$ cat src/rtl/adder_txn_initiator.sv
// adder_txn_initiator: valid/ready initiator that drives a combinational adder,
// waits a fixed settle time, captures the sum and returns it with handshake counters.
module adder_txn_initiator #(
   parameter int DATA_W        = 4,
   parameter int SETTLE_CYCLES = 1,
   parameter int COUNT_W       = 16
) (
   input  logic              clk,
   input  logic              rst_n,
   input  logic              in_valid,
   output logic              in_ready,
   input  logic [DATA_W-1:0] in_a,
   input  logic [DATA_W-1:0] in_b,
   output logic [DATA_W-1:0] drv_a,
   output logic [DATA_W-1:0] drv_b,
   input  logic [DATA_W:0]   res_c,
   output logic              out_valid,
   input  logic              out_ready,
   output logic [DATA_W:0]   out_sum,
   output logic              out_carry,
   output logic [COUNT_W-1:0] txn_count,
   output logic [COUNT_W-1:0] carry_count
);
   localparam int CNT_W = $clog2(SETTLE_CYCLES + 1);
   typedef enum logic [1:0] {IDLE, SETTLE, RESP} state_t;
   state_t state, state_nxt;
   logic [CNT_W-1:0] cnt;
   logic accept, settle_done, handshake;

   generate
      if (SETTLE_CYCLES < 1) begin : g_bad_settle
         $error("SETTLE_CYCLES must be at least 1");
      end
   endgenerate

   always_ff @(posedge clk or negedge rst_n) begin
      if (!rst_n) state <= IDLE;
      else state <= state_nxt;
   end

   // A response handshake with a waiting request re-enters SETTLE directly.
   always_comb begin
      accept      = in_valid && in_ready;
      handshake   = out_valid && out_ready;
      settle_done = state == SETTLE && cnt == CNT_W'(1);
      state_nxt   = accept ? SETTLE : settle_done ? RESP : handshake ? IDLE : state;
   end

   always_comb begin
      in_ready  = state == IDLE || (state == RESP && out_ready);
      out_valid = state == RESP;
   end

   assign out_carry = out_sum[DATA_W];

   always_ff @(posedge clk or negedge rst_n) begin
      if (!rst_n) begin
         drv_a       <= '0;
         drv_b       <= '0;
         cnt         <= '0;
         out_sum     <= '0;
         txn_count   <= '0;
         carry_count <= '0;
      end else begin
         if (accept) begin
            drv_a <= in_a;
            drv_b <= in_b;
         end
         cnt <= accept ? CNT_W'(SETTLE_CYCLES) : (state == SETTLE) ? cnt - CNT_W'(1) : cnt;
         if (settle_done) out_sum <= res_c;
         if (handshake) begin
            txn_count   <= txn_count + COUNT_W'(1);
            carry_count <= carry_count + COUNT_W'(out_sum[DATA_W]);
         end
      end
   end
endmodule

$ cat config.mk
export PLATFORM = sky130hd
export DESIGN_NAME = adder_txn_initiator
export DESIGN_NICKNAME = d
export VERILOG_FILES = /design/src/rtl/adder_txn_initiator.sv
export SDC_FILE = /design/constraint.sdc
export NUM_CORES = 1
export LEC_CHECK = 0
export CAP_MARGIN = 20
export CORE_MARGIN = 3
export CORE_UTILIZATION = 46
export CTS_CLUSTER_DIAMETER = 100
export DETAILED_ROUTE_END_ITERATION = 10
export HOLD_SLACK_MARGIN = 0.05
export PLACE_DENSITY = 0.79
export SYNTH_ARGS = -nofsm -noshare
export SYNTH_HDL_FRONTEND = slang
export SYNTH_SLANG_ARGS = --single-unit
$ cat constraint.sdc
create_clock -name clk -period 2.21 [get_ports clk]
set_clock_uncertainty 0.1 [all_clocks]
set_input_delay 0.442 -clock clk [delete_from_list [all_inputs] [get_ports clk]]
set_output_delay 0.442 -clock clk [all_outputs]
set_load 0.05 [all_outputs]
* Word level (Yosys, flattened, before mapping)
Cells that the tools add are included.
Widths: inputs -> output; s select.
** Cells by class
- Add/sub/neg operators :: 3
- Equal/unequal tests :: 2
- Muxes and demuxes :: 5
- Reduce and logical (&&, ||, !) cells :: 7
** Operators by type and width (count)
- $add 16x1->16 :: 1
- $add 16x1->16 const B :: 1
- $mux 2 :: 3
- $logic_and 1x1->1 :: 3
- $reduce_bool 3->1 :: 1
- $eq 2x1->1 const B :: 1
- $eq 2x2->1 const B :: 1
- $logic_not 2->1 :: 1
- $mux 1 :: 2
- $reduce_bool 2->1 :: 1
- $logic_or 1x1->1 :: 1
- $sub 1x1->1 const B :: 1
** Word-level totals
- Register bits :: 48
- Input bits :: 17
- Output and inout port bits :: 48
- Logic and storage cells :: 24

* Longest topological paths before layout
Gate-level depths: netlist of run 1.
- Depth after elaboration :: 5
- Depth in mapped cells :: 6
- Depth with buffers taken out :: 6

* Least setup slack after synthesis of run 1
No wires, ideal clock.
- Path kind :: flip-flop to flip-flop
- Start :: reg state[1]
- End :: reg drv_a[0]
- Setup time :: 0.125 ns
- Arrival :: 2.089 ns
- Data required time :: 1.985 ns
- Path slack :: -0.104 ns
- Stages on the path, launching flop included :: 6
- Path buffers :: 2
- Period minus slack after synthesis :: 2.314 ns
- Cells stage by stage :: dfrtp_1 buf_2 a21oi_1 and2_1 buf_2 mux2_2
** On the way
- Word-level cells in the longest chain between the ends :: 4
- Elaborated cells between the ends (all ways) :: 5
- Classes of those cells :: eq/ne: 1; reduce/logical: 4
** RTL lines
- from (decl) :: RTL line 26 : state_t state, state_nxt;
- from (signal assigned) :: RTL line 38 : else state <= state_nxt;
- $eq 2x2->1 :: RTL line 50 : in_ready = state == IDLE || (state == RESP && out_ready);
- $logic_and 1x1->1 :: RTL line 50
- $logic_or 1x1->1 (*) :: RTL line 50
- net in_ready :: RTL line 11 : output logic in_ready,
- $logic_and 1x1->1 (*) :: RTL line 43 : accept = in_valid && in_ready;
- to (signal assigned) :: RTL line 66 : drv_a <= in_a;
- to (decl) :: RTL line 14 : output logic [DATA_W-1:0] drv_a,
The timed path passes the listed nets; every way through them passes the cells marked *.
A chain may end at the register's enable or synchronous reset.

* Worst setup path after layout of run 1
- Start :: reg txn_count[4]
- End :: out txn_count[4]
** RTL lines
- from (decl) :: RTL line 21 : output logic [COUNT_W-1:0] txn_count,
- from (signal assigned) :: RTL line 72 : txn_count <= txn_count + COUNT_W'(1);
No word-level cell between the ends.

==> summary.md, run 1 <==
| Metric | Value |
|---|---|
| Area delta synth->final | 43.1% |
| Most frequent cell after synthesis | dfrtp_1 |
| CP delay by family, top | buffers and inverters |
| Initial antenna violation count | 0 |
| CP startpoint kind | flip-flop |
| Synth Flop Type | dfrtp_1 |
| Final Hold Viols | 0 |
| Outcome | complete, no violations |
| Hold WC Path Type | reg -> reg |
| Share of layout cells above drive strength 1 | roughly 19% |
| Die Wd | approximately 74 um |
| First-pass GRT wire length | 6820 um |
| Fin crit period | around 2100 ps |
| Total core area | 4410 um2 |
| Number of routed nets with antenna violations | 0 |
| Grt total ovfl | 0 |
| Multi-input gate area in the final layout | between 800 and 900 um2 |
| Row count | 24 |
| Post-Place Setup Slack | -46.2 ps |
| Post-Route Utilization | ~70% |
| Post-synth ARST share | 100% |
| Largest net degree at the start of global routing | 29 |
| Worst slew margin | ~66% |
| Worst-Margin Slew | ~510 ps |
| Crit path capture type | output pin |
| Pins over their slew limit | 0 |
| Pre-Repair DR Iteration Count | 5 |
| GRT Total Usage | 16.2% |
| Fillers | 329 |
| Cell count after synthesis | between 150 and 200 |
| Critical path's largest stage delay | 840 ps |
| IO Count | 65 |
| Crit path max-delay cell type | clkdlybuf4s50_1 |
| CTS Buffer Depth | 2 |
| CP bufs+invs | 1 |
| Power density over the cells | about 1200 nW/um2 |
| Seq cells post-synth | 48 |
| RSZ-0062 raised after global routing | no |
| Die area | between 5000 and 6000 um2 |
| Initial drt markers | 25 |
| CTS buffer count | 5 |
| Commonest cells in the netlist | 48 x dfrtp_1, 22 x xnor2_1, 20 x nand2_1 |
| Setup_tns | 0 ps |
| Antenna cells | 0 |
| Total Wirelength | approximately 4000 um |
| Syn Area/Cell | 12.5 um2 |
| # setup viols final | 0 |
| Die height | approximately 74 um |
| Final net count | around 270 |
| Yosys cell types | 32 |
| WS Path Type | reg -> out |
| Final worst slack | 65.7 ps |
| Leak | approximately 1.4 nW |
| Syn_nets | 190 |
| Clock latency on the worst-skew pair | ~290 ps |
| CTS tree | yes |
| Via count | around 1500 |
| Maximum capacitance violations | 0 |
| Mapped cell area | ~2100 um2 |
| Synth area leaders | dfrtp_1 57%, xnor2_1 9.1%, mux2_2 6.9% |
| FMAX | 466 MHz |
| GPL Wtd Cong | 0.747 |
| Vias in the first global route | roughly 1500 |
| Clk pin slew, worst setup/hold paths | ~90 ps |
| Root Buffer | clkbuf_8 |
| Post-synth EDFFs | 0 |
| Register area | 1200 um2 |
| Detail Placement HPWL | 3140 um |
| Top cell type by total area after synthesis | dfrtp_1 |
| Clk sink count | 48 |
| Post-CTS setup repair buffer count | 0 |
| Worst EP arrival | 1600 ps |
| Crit path required time | 1670 ps |
| CP max FO | 5 |
| Tcrit/Tclk final | between 90% and 100% |
| CP cell instances | clkdlybuf4s50_1 |
| Depth of the CTS H-tree | 2 |
| VDD IR max | roughly 0.85 mV |
| DRC | 0 |
| PortBufs | 64 |
| Initial Utilization | 48.0% |
| Final hold slack | between 300 and 400 ps |
| Yosys warning count | 0 |
| WL per Instance | around 14 um |
| Register area share after synthesis | 56.7% |
| DR vias/cell | 4.98 |
| Top-area cell type share of the netlist area | ~57% |
## sequential cells by signal (all words and copies together) (netlist names)
name / flops
carry_count: 16
cnt: 1
drv_a: 4
drv_b: 4
out_sum: 5
state: 2
txn_count: 16
## stage by stage
stage          std cells  cell area (um2)  power (mW)
2_1_floorplan        170             2120        2.45
3_3_place_gp         291             2900        3.06
3_5_place_dp         291             2900        3.10
4_1_cts              300             3030        3.76
5_1_grt              300             3030        3.88
6_report             300             3030        3.72
## cell families after synthesis
| group | count (synthesis) | synth area share, % |
|---|---|---|
| compound gates | 3 | 0.945 |
| xor+xnor | 29 | 12.7 |
| fa+ha+maj | 3 | 1.77 |
| buf+inv | 6 | 1.36 |
| flops | 48 | 56.7 |
| mux | 13 | 6.91 |
| simple gates | 68 | 19.6 |
## power breakdown
part	switching, mW	total (mW)	internal [mW]
combinational	1.08	1.77	0.693
sequential	0.204	1.30	1.09
clock	0.284	0.654	0.370
total	1.56	3.72	2.16
## final timing paths
path | to | cells past startpoint | slack (ps) | start
max | txn_count[4] | 1 | 70 | txn_count[4]
max in group asynchronous | txn_count[9] | 3 | 950 | rst_n
min in group asynchronous | carry_count[5] | 2 | 540 | rst_n
min | carry_count[15] | 1 | 370 | carry_count[15]
max reg2reg | txn_count[12] | 5 | 360 | txn_count[0]
min reg2reg | carry_count[15] | 1 | 370 | carry_count[15]
## layout by cell type, fill, tap and decap left out, types with 2 or more instances in the layout
cell type / instances
xnor2_1: 22
nand2_1: 20
inv_1: 3
and2_1: 2
and3_1: 3
xor2_1: 5
clkbuf_8: 6
ha_1: 3
buf_4: 7
nand4_1: 5
or2_2: 3
nand3_1: 11
a21o_1: 2
dfrtp_1: 48
nor2b_1: 2
buf_12: 3
mux2_2: 13
clkdlybuf4s50_1: 60
nor2_1: 10
## what timing repair did
action                                  CTS  global route
gates resized for setup                   0             1
endpoints found under the setup margin    0             1
hold buffers                              1             0
endpoints found under the hold margin    20             0
## per-layer routing
layer | vias to the layer above | wire, um | global-route usage, %
met3 | 5 | 223 | 4.65
met1 | 720 | 1780 | 19.8
met2 | 44 | 2010 | 28.0
li1 | 725 | - | -
met5 | - | 0 | 0
met4 | 0 | 47 | 4.23
## layout make-up
cell class / instances / area share (%)
Timing Repair Buffer: 73 / 24.4
Clock buffer: 6 / 2.72
Clock inverter: 2 / 1.28
Tap cell: 52 / 2.15
Multi-Input combinational cell: 116 / 29.4
Sequential cell: 48 / 39.6
Inverter: 3 / 0.371
Power figures use the tool's default switching activity.
==> inputs of run 2 (changes only) <==
--- a/config.mk
+++ b/config.mk
@@ -5,6 +5,7 @@
 export SDC_FILE = /design/constraint.sdc
 export NUM_CORES = 1
 export LEC_CHECK = 0
+export ABC_CLOCK_PERIOD_IN_PS = 2210
 export CAP_MARGIN = 20
 export CORE_MARGIN = 3
 export CORE_UTILIZATION = 46
==> results of run 2 <==
No change in the layout: final DEF, timing and power equal those of run 1.
